==> src/rtl/mips_trace_tx_pkg.sv <==
// Shared types and constants for the MIPS-16 trace serializer.
// Frame = start bit followed by {pc, alu} MSB first.
package mips_trace_pkg;

  localparam int TRACE_W = 32;
  localparam int PC_W    = 16;

  localparam logic START_BIT = 1'b1;

  typedef enum logic [1:0] {
    IDLE,
    START,
    SHIFT
  } tx_state_e;

endpackage

==> src/rtl/mips_trace_tx_if.sv <==
// Core-side trace inputs and pad-side serial link of the trace serializer.
// master drives the core/pad inputs, slave is the serializer.
interface mips_trace_tx_if #(
  parameter int DEPTH = 8
);

  logic [15:0]             pc_in;
  logic [15:0]             alu_in;
  logic                    trace_en;
  logic                    tx_ready;
  logic                    tx_sd;
  logic                    tx_valid;
  logic [$clog2(DEPTH):0]  fifo_level;
  logic                    overflow;

  modport master (
    output pc_in,
    output alu_in,
    output trace_en,
    output tx_ready,
    input  tx_sd,
    input  tx_valid,
    input  fifo_level,
    input  overflow
  );

  modport slave (
    input  pc_in,
    input  alu_in,
    input  trace_en,
    input  tx_ready,
    output tx_sd,
    output tx_valid,
    output fifo_level,
    output overflow
  );

endinterface

==> src/rtl/mips_trace_tx_fifo.sv <==
// Single-clock trace word FIFO; a push on full succeeds
// only when a pop frees a slot in the same cycle.
module trace_fifo #(
  parameter int DEPTH = 8,
  parameter int WIDTH = 32,
  localparam int AW   = $clog2(DEPTH),
  localparam int LW   = AW + 1
) (
  input  logic             clk,
  input  logic             reset,
  input  logic             i_push,
  input  logic [WIDTH-1:0] i_din,
  input  logic             i_pop,
  output logic [WIDTH-1:0] o_dout,
  output logic             o_full,
  output logic             o_empty,
  output logic [LW-1:0]    o_level
);

  logic [WIDTH-1:0] r_mem [DEPTH];
  logic [AW-1:0]    r_wr;
  logic [AW-1:0]    r_rd;
  logic [LW-1:0]    r_level;
  logic             w_push;
  logic             w_pop;

  assign o_full  = (r_level == LW'(DEPTH));
  assign o_empty = (r_level == '0);
  assign o_level = r_level;
  assign o_dout  = r_mem[r_rd];

  assign w_pop  = i_pop && !o_empty;
  assign w_push = i_push && (!o_full || w_pop);

  always_ff @(posedge clk) begin
    if (reset) begin
      r_wr    <= '0;
      r_rd    <= '0;
      r_level <= '0;
    end else begin
      if (w_push) r_wr <= r_wr + 1'b1;
      if (w_pop)  r_rd <= r_rd + 1'b1;
      r_level <= r_level + LW'(w_push) - LW'(w_pop);
    end
  end

  always_ff @(posedge clk) begin
    if (w_push) r_mem[r_wr] <= i_din;
  end

endmodule

==> src/rtl/mips_trace_tx.sv <==
// Captures {pc, alu} on every PC change and streams buffered
// words over a start-bit framed serial link.
module mips_trace_tx
  import mips_trace_pkg::*;
#(
  parameter int FIFO_DEPTH = 8,
  localparam int LW        = $clog2(FIFO_DEPTH) + 1
) (
  input  logic             clk,
  input  logic             reset,
  mips_trace_tx_if.slave   bus
);

  logic [PC_W-1:0]    r_pc_prev;
  logic               r_prev_valid;
  logic               r_ovf;
  tx_state_e          r_state;
  tx_state_e          w_state_nx;
  logic [TRACE_W-1:0] r_shift;
  logic [TRACE_W-1:0] w_shift_nx;
  logic [4:0]         r_cnt;
  logic [4:0]         w_cnt_nx;
  logic               r_sd;
  logic               w_sd_nx;
  logic               r_valid;
  logic               w_valid_nx;

  logic               w_cap;
  logic               w_pop;
  logic               w_full;
  logic               w_empty;
  logic [TRACE_W-1:0] w_dout;
  logic [LW-1:0]      w_level;

  assign w_cap = bus.trace_en &&
                 (!r_prev_valid || bus.pc_in != r_pc_prev);

  trace_fifo #(
    .DEPTH (FIFO_DEPTH),
    .WIDTH (TRACE_W)
  ) u_fifo (
    .clk     (clk),
    .reset   (reset),
    .i_push  (w_cap),
    .i_din   ({bus.pc_in, bus.alu_in}),
    .i_pop   (w_pop),
    .o_dout  (w_dout),
    .o_full  (w_full),
    .o_empty (w_empty),
    .o_level (w_level)
  );

  always_ff @(posedge clk) begin
    if (reset) begin
      r_pc_prev    <= '0;
      r_prev_valid <= 1'b0;
      r_ovf        <= 1'b0;
    end else begin
      r_pc_prev    <= bus.pc_in;
      r_prev_valid <= 1'b1;
      if (w_cap && w_full && !w_pop) r_ovf <= 1'b1;
    end
  end

  // Outputs are registered from the next state, so pads mirror r_state.
  always_comb begin
    w_state_nx = r_state;
    w_shift_nx = r_shift;
    w_cnt_nx   = r_cnt;
    w_sd_nx    = 1'b0;
    w_valid_nx = 1'b0;
    w_pop      = 1'b0;
    unique case (r_state)
      IDLE: begin
        if (!w_empty && bus.tx_ready) begin
          w_pop      = 1'b1;
          w_state_nx = START;
          w_shift_nx = w_dout;
          w_valid_nx = 1'b1;
          w_sd_nx    = START_BIT;
        end
      end
      START: begin
        w_state_nx = SHIFT;
        w_cnt_nx   = 5'd31;
        w_valid_nx = 1'b1;
        w_sd_nx    = r_shift[TRACE_W-1];
        w_shift_nx = r_shift << 1;
      end
      SHIFT: begin
        if (r_cnt == 5'd0) begin
          w_state_nx = IDLE;
        end else begin
          w_cnt_nx   = r_cnt - 5'd1;
          w_valid_nx = 1'b1;
          w_sd_nx    = r_shift[TRACE_W-1];
          w_shift_nx = r_shift << 1;
        end
      end
      default: w_state_nx = IDLE;
    endcase
  end

  always_ff @(posedge clk) begin
    if (reset) begin
      r_state <= IDLE;
      r_shift <= '0;
      r_cnt   <= '0;
      r_sd    <= 1'b0;
      r_valid <= 1'b0;
    end else begin
      r_state <= w_state_nx;
      r_shift <= w_shift_nx;
      r_cnt   <= w_cnt_nx;
      r_sd    <= w_sd_nx;
      r_valid <= w_valid_nx;
    end
  end

  assign bus.tx_sd      = r_sd;
  assign bus.tx_valid   = r_valid;
  assign bus.fifo_level = w_level;
  assign bus.overflow   = r_ovf;

endmodule

==> src/flat_wrapper.sv <==
// flat-port wrapper written by rule: the top's interface ports become plain ports
module mips_trace_tx_flat import mips_trace_pkg::*;
#(
  parameter int FIFO_DEPTH = 8,
  localparam int LW        = $clog2(FIFO_DEPTH) + 1
)
  (clk, reset, bus_pc_in, bus_alu_in, bus_trace_en, bus_tx_ready, bus_tx_sd, bus_tx_valid, bus_fifo_level, bus_overflow);
  mips_trace_tx_if #(.DEPTH(8)) bus_i ();
  input  logic clk;
  input  logic reset;
  input wire logic [$bits(bus_i.pc_in)-1:0] bus_pc_in;
  input wire logic [$bits(bus_i.alu_in)-1:0] bus_alu_in;
  input wire logic [$bits(bus_i.trace_en)-1:0] bus_trace_en;
  input wire logic [$bits(bus_i.tx_ready)-1:0] bus_tx_ready;
  output wire logic [$bits(bus_i.tx_sd)-1:0] bus_tx_sd;
  output wire logic [$bits(bus_i.tx_valid)-1:0] bus_tx_valid;
  output wire logic [$bits(bus_i.fifo_level)-1:0] bus_fifo_level;
  output wire logic [$bits(bus_i.overflow)-1:0] bus_overflow;
  assign bus_i.pc_in = bus_pc_in;
  assign bus_i.alu_in = bus_alu_in;
  assign bus_i.trace_en = bus_trace_en;
  assign bus_i.tx_ready = bus_tx_ready;
  assign bus_tx_sd = bus_i.tx_sd;
  assign bus_tx_valid = bus_i.tx_valid;
  assign bus_fifo_level = bus_i.fifo_level;
  assign bus_overflow = bus_i.overflow;
  mips_trace_tx #(.FIFO_DEPTH(FIFO_DEPTH)) u_core (.clk(clk), .reset(reset), .bus(bus_i));
endmodule
==> config.mk <==
export PLATFORM = sky130hd
export DESIGN_NAME = mips_trace_tx_flat
export DESIGN_NICKNAME = d
export VERILOG_FILES = /design/src/rtl/mips_trace_tx_pkg.sv /design/src/rtl/mips_trace_tx_if.sv /design/src/rtl/mips_trace_tx_fifo.sv /design/src/rtl/mips_trace_tx.sv /design/src/flat_wrapper.sv
export SDC_FILE = /design/constraint.sdc
export NUM_CORES = 1
export LEC_CHECK = 0
export ABC_AREA = 1
export BUFFER_PORTS_ARGS = -buffer_cell sky130_fd_sc_hd__buf_4
export CAP_MARGIN = 15
export CORE_ASPECT_RATIO = 1.2
export CORE_UTILIZATION = 60
export CTS_BUF_LIST = sky130_fd_sc_hd__clkbuf_4 sky130_fd_sc_hd__clkbuf_8
export DETAILED_ROUTE_END_ITERATION = 8
export GPL_TIMING_DRIVEN = 0
export PLACE_DENSITY = 0.88
export SLEW_MARGIN = 20
export SYNTH_ARGS = -nofsm -noshare
export SYNTH_HDL_FRONTEND = slang
export SYNTH_SLANG_ARGS = --single-unit
==> constraint.sdc <==
create_clock -name clk -period 9.4 [get_ports clk]
set_clock_uncertainty 0.2 [all_clocks]
set_input_delay 1.88 -clock clk [delete_from_list [all_inputs] [get_ports clk]]
set_output_delay 1.88 -clock clk [all_outputs]
set_load 0.05 [all_outputs]
==> results.yml <==
clocking:
  holdBufCountCts: 0
  clock-sinks: 328
  clkLatencyLatePin_ps: 590
  clock-root-buffer: "clkbuf_8"
  cts_made_buffers: 48
  cts_setup_buffers: 0
  path_clk_slew_ps: 70
  clockBufferDepth: 3
  htree_levels: 2
  cts_resized: 0
  tritoncts: "yes"
timing:
  setup_viol: 0
  hold_viol_final: 0
  fmax_ghz: 0.2395
  slew_headroom_pct: 43.57
  tightest_slew_ps: 844.4
  maxSlewViolCount: 0
  period_minus_slack_ps: 4175
  hold_slack_ps: 246.4
  rsz0062_at_grt: "false"
  timing.setup.tns_ps: 0
  fin_crit_sh_pct: 44.42
  worst_slack_ps: 5225
global_routing:
  antenna_found_initial: 0
  gr-total-overflow: 0
  grt_max_degree: 22
  grt_pass1_wl_mm: 52.23
  track_usage_pct: 31.36
  grt_pass1_vias: 9678
placed_design:
  gp_congestion: 0.9105
  pre_cts_ws_ps: 4682
  io_buffer_count: 42
  dpl.hpwl_mm: 21.97
power_and_ir_drop:
  switchingPower_mw: 1.876
  clock_power_share_pct: 24.4
  p_int_mw: 2.932
  p_seq_share_pct: 37.7
  p_comb_share_pct: 38.0
  power.leakage_nw: 5.638
  switching_share_pct: 39.01
  peakVddDrop_mv: 0.2207
  powerDensity_nw_per_um2: 314.9
routing:
  firstDrtPassIters: 7
  viasPerCell: 6.306
  wl_per_cell_um: 22.30
  drt_iter0_drc: 1366
  vias: 9838
  drc: 0
  ant_nets: 0
  wl_mm: 34.79
synthesis:
  avgSynthCellArea_um2: 11.62
  synth_mux_area_share_pct: 0
  synth_top_cell_by_area: "edfxtp_1"
  synth_top_family_by_area: "compound AO/OA/AOI/OAI gates"
  yosys.area_share.simple_pct: 9.972
  synth_area_um2: 13290
  synth.distinct_cells: 43
  yosys.area_share.adder_pct: 1.375
  synth_warnings: 0
  synthCells: 1144
  seq_area_frac_synth_pct: 68.70
  synthTopCellsByArea: "edfxtp_1 58%, dfxtp_1 11%, o21ai_0 5.6%"
  synth_compound_area_share_pct: 14.46
  synth-seq-cells: 328
  synthXorXnorAreaFrac_pct: 0.3296
  syn_nets: 1194
  synth_top_cell_area_share_pct: 57.85
floorplanning:
  die_w_um: 137.9
  chipHeight_um: 165.0
  start_util_pct: 61.22
  die_area_um2: 22750
  top_level_ports: 43
  rows: 59
  core_um2: 21700
status:
  status: "complete, no violations"
worst_setup_path:
  critPathBufInv: 4
  crit_start: "bus_pc_in[5]"
  r2r-start: "u_core.r_state[1]"
  startpoint_type: "input pin"
  crit_arrival_ps: 4260
  critical_path.max_stage_delay_ps: 730
  crit_top_cell: "nand2_1"
  crit_path_cell_trace: "buf_4, inv_1, nand2_1, nand2_1, nor2_1, nand2_1, nor2_1, nand3_1, nand3_1, inv_1, nand2_1, nor2_4, buf_16"
  crit_path_max_fanout: 19
  cp-end-kind: "register"
  crit_type: "input pin to register"
  critPathTopFamily: "simple AND/OR/NAND/NOR gates"
  required_ps: 9490
  slowest_stage: "nor2_4"
layout:
  fin_util_pct: 70.34
  fillers: 1386
  n_antenna_cell: 0
  final_layout_size_suffix_gt1_share_pct: 16.80
  area_delta_synth_final_pct: 14.89
  nNetsFinal: 1296
  multi_input_area_um2: 3533
  ff_latch_area_um2: 9129
min_path:
  hp-start: "u_core.bus.overflow"
  hold_path.class: "register to register"
job:
  max-cap-violations: 0
## cells by family (layout without fill, tap and decap cells)
kind of cell | count (synthesis) | after routing
AND/OR/NAND/NOR | 330 | 330
flip-flops | 328 | 328
AO/OA/AOI/OAI | 321 | 321
buffers and inverters | 146 | 288
adder cells (fa/ha/maj) | 14 | 14
XOR/XNOR | 5 | 5
## placed cells by master, fill, tap and decap left out, types with 3 or more instances in the layout
cell type,instances
nand3_1,19
edfxtp_1,256
buf_16,9
o211ai_2,10
ha_1,13
xnor2_1,3
nor2_4,8
o21ai_0,149
o221ai_2,10
a21oi_1,46
inv_1,74
buf_12,3
nor2_2,10
o21a_1,9
clkbuf_8,55
nand2_1,130
buf_2,15
nor2_1,151
dfxtp_1,72
buf_6,6
clkinv_2,8
o22ai_1,52
nand4_1,5
o21ai_1,28
clkinv_1,11
a21oi_2,10
clkbuf_4,14
clkbuf_1,35
buf_4,49
## worst paths after layout
check	slack, ps	to	cells after the start
setup / recovery	5220	u_core.u_fifo.r_mem[2][27]	13
hold / removal	250	u_core.bus.overflow	2
setup reg to reg	6230	u_core.u_fifo.r_mem[1][12]	7
hold reg to reg	250	u_core.bus.overflow	2
## synthesized netlist by cell type
library cell and number:
inv_4 1, edfxtp_1 256, o221ai_2 10, clkinv_2 1, clkbuf_1 35, nand4_1 5
xnor2_1 3, and3_1 1, nor3_1 2, xor2_1 2, a31oi_1 2, clkinv_1 1
o21ai_1 28, a21boi_0 1, nand3_1 19, buf_12 2, o211ai_2 10, inv_1 74
inv_2 1, dfxtp_1 72, o21ai_0 149, buf_4 7, nor3b_1 1, nor3_2 1
buf_2 15, a21oi_2 10, a211oi_1 1, a21oi_1 46, nand3_2 1, nand3b_1 1
o22ai_1 52, nand2_1 130, buf_8 1, nor2_1 159, buf_1 2, nor2_2 10
buf_6 6, a21o_1 1, o211ai_1 1, fa_1 1, a22oi_1 1, o21a_1 9
ha_1 13
## power by group through the flow
stage                     Sequential, mW  Clock [mW]  Combinational, mW
after floorplan                     1.85           0               1.14
after global placement              1.83           0               1.63
after CTS                           1.81        1.16               1.77
after detailed placement            1.84           0               1.74
final                               1.81        1.17               1.82
after global routing                1.82        1.23               1.95
## layer usage
metal	GRT usage [%]	part of all wire [%]	up-vias
li1	-	-	4264
met2	51.43	49	812
met3	5.955	12	164
met5	0	0	-
met1	38.23	34	4598
met4	19.27	5.6	0
## tightest hold or removal path: stages, from the launching register on
cell,delay (ps)
dfxtp_1,310
inv_1,40
a21oi_1,50
## final cells by class
type                       count  area share (%)
buffer                        68           2.549
clock buffer                  69           5.647
clock inverter                21          0.8524
inverter                      78           1.942
multi-input combinational    670           23.15
sequential                   328           59.80
tap                          274           2.246
timing repair buffer          52           3.819
## sequential cells by signal, summed over array words and instances, names as in the netlist, named ones only
name,flops
u_core.u_fifo.r_mem,256
u_core.bus.tx_sd,1
u_core.r_state,2
u_core.bus.tx_valid,1
u_core.r_cnt,5
u_core.bus.overflow,1
u_core.r_shift,32
u_core.u_fifo.r_wr,3
u_core.r_prev_valid,1
u_core.r_pc_prev,16
u_core.u_fifo.r_rd,3
u_core.u_fifo.o_level,4
## stage by stage
step	cells	area, um2	power, mW
3_5_place_dp	1470	14270	3.580
5_1_grt	1560	15270	4.994
2_1_floorplan	1144	13290	2.989
6_report	1560	15270	4.808
4_1_cts	1560	15270	4.745
3_3_place_gp	1460	13950	3.460
Note: power is estimated with default switching activity, not from simulation.
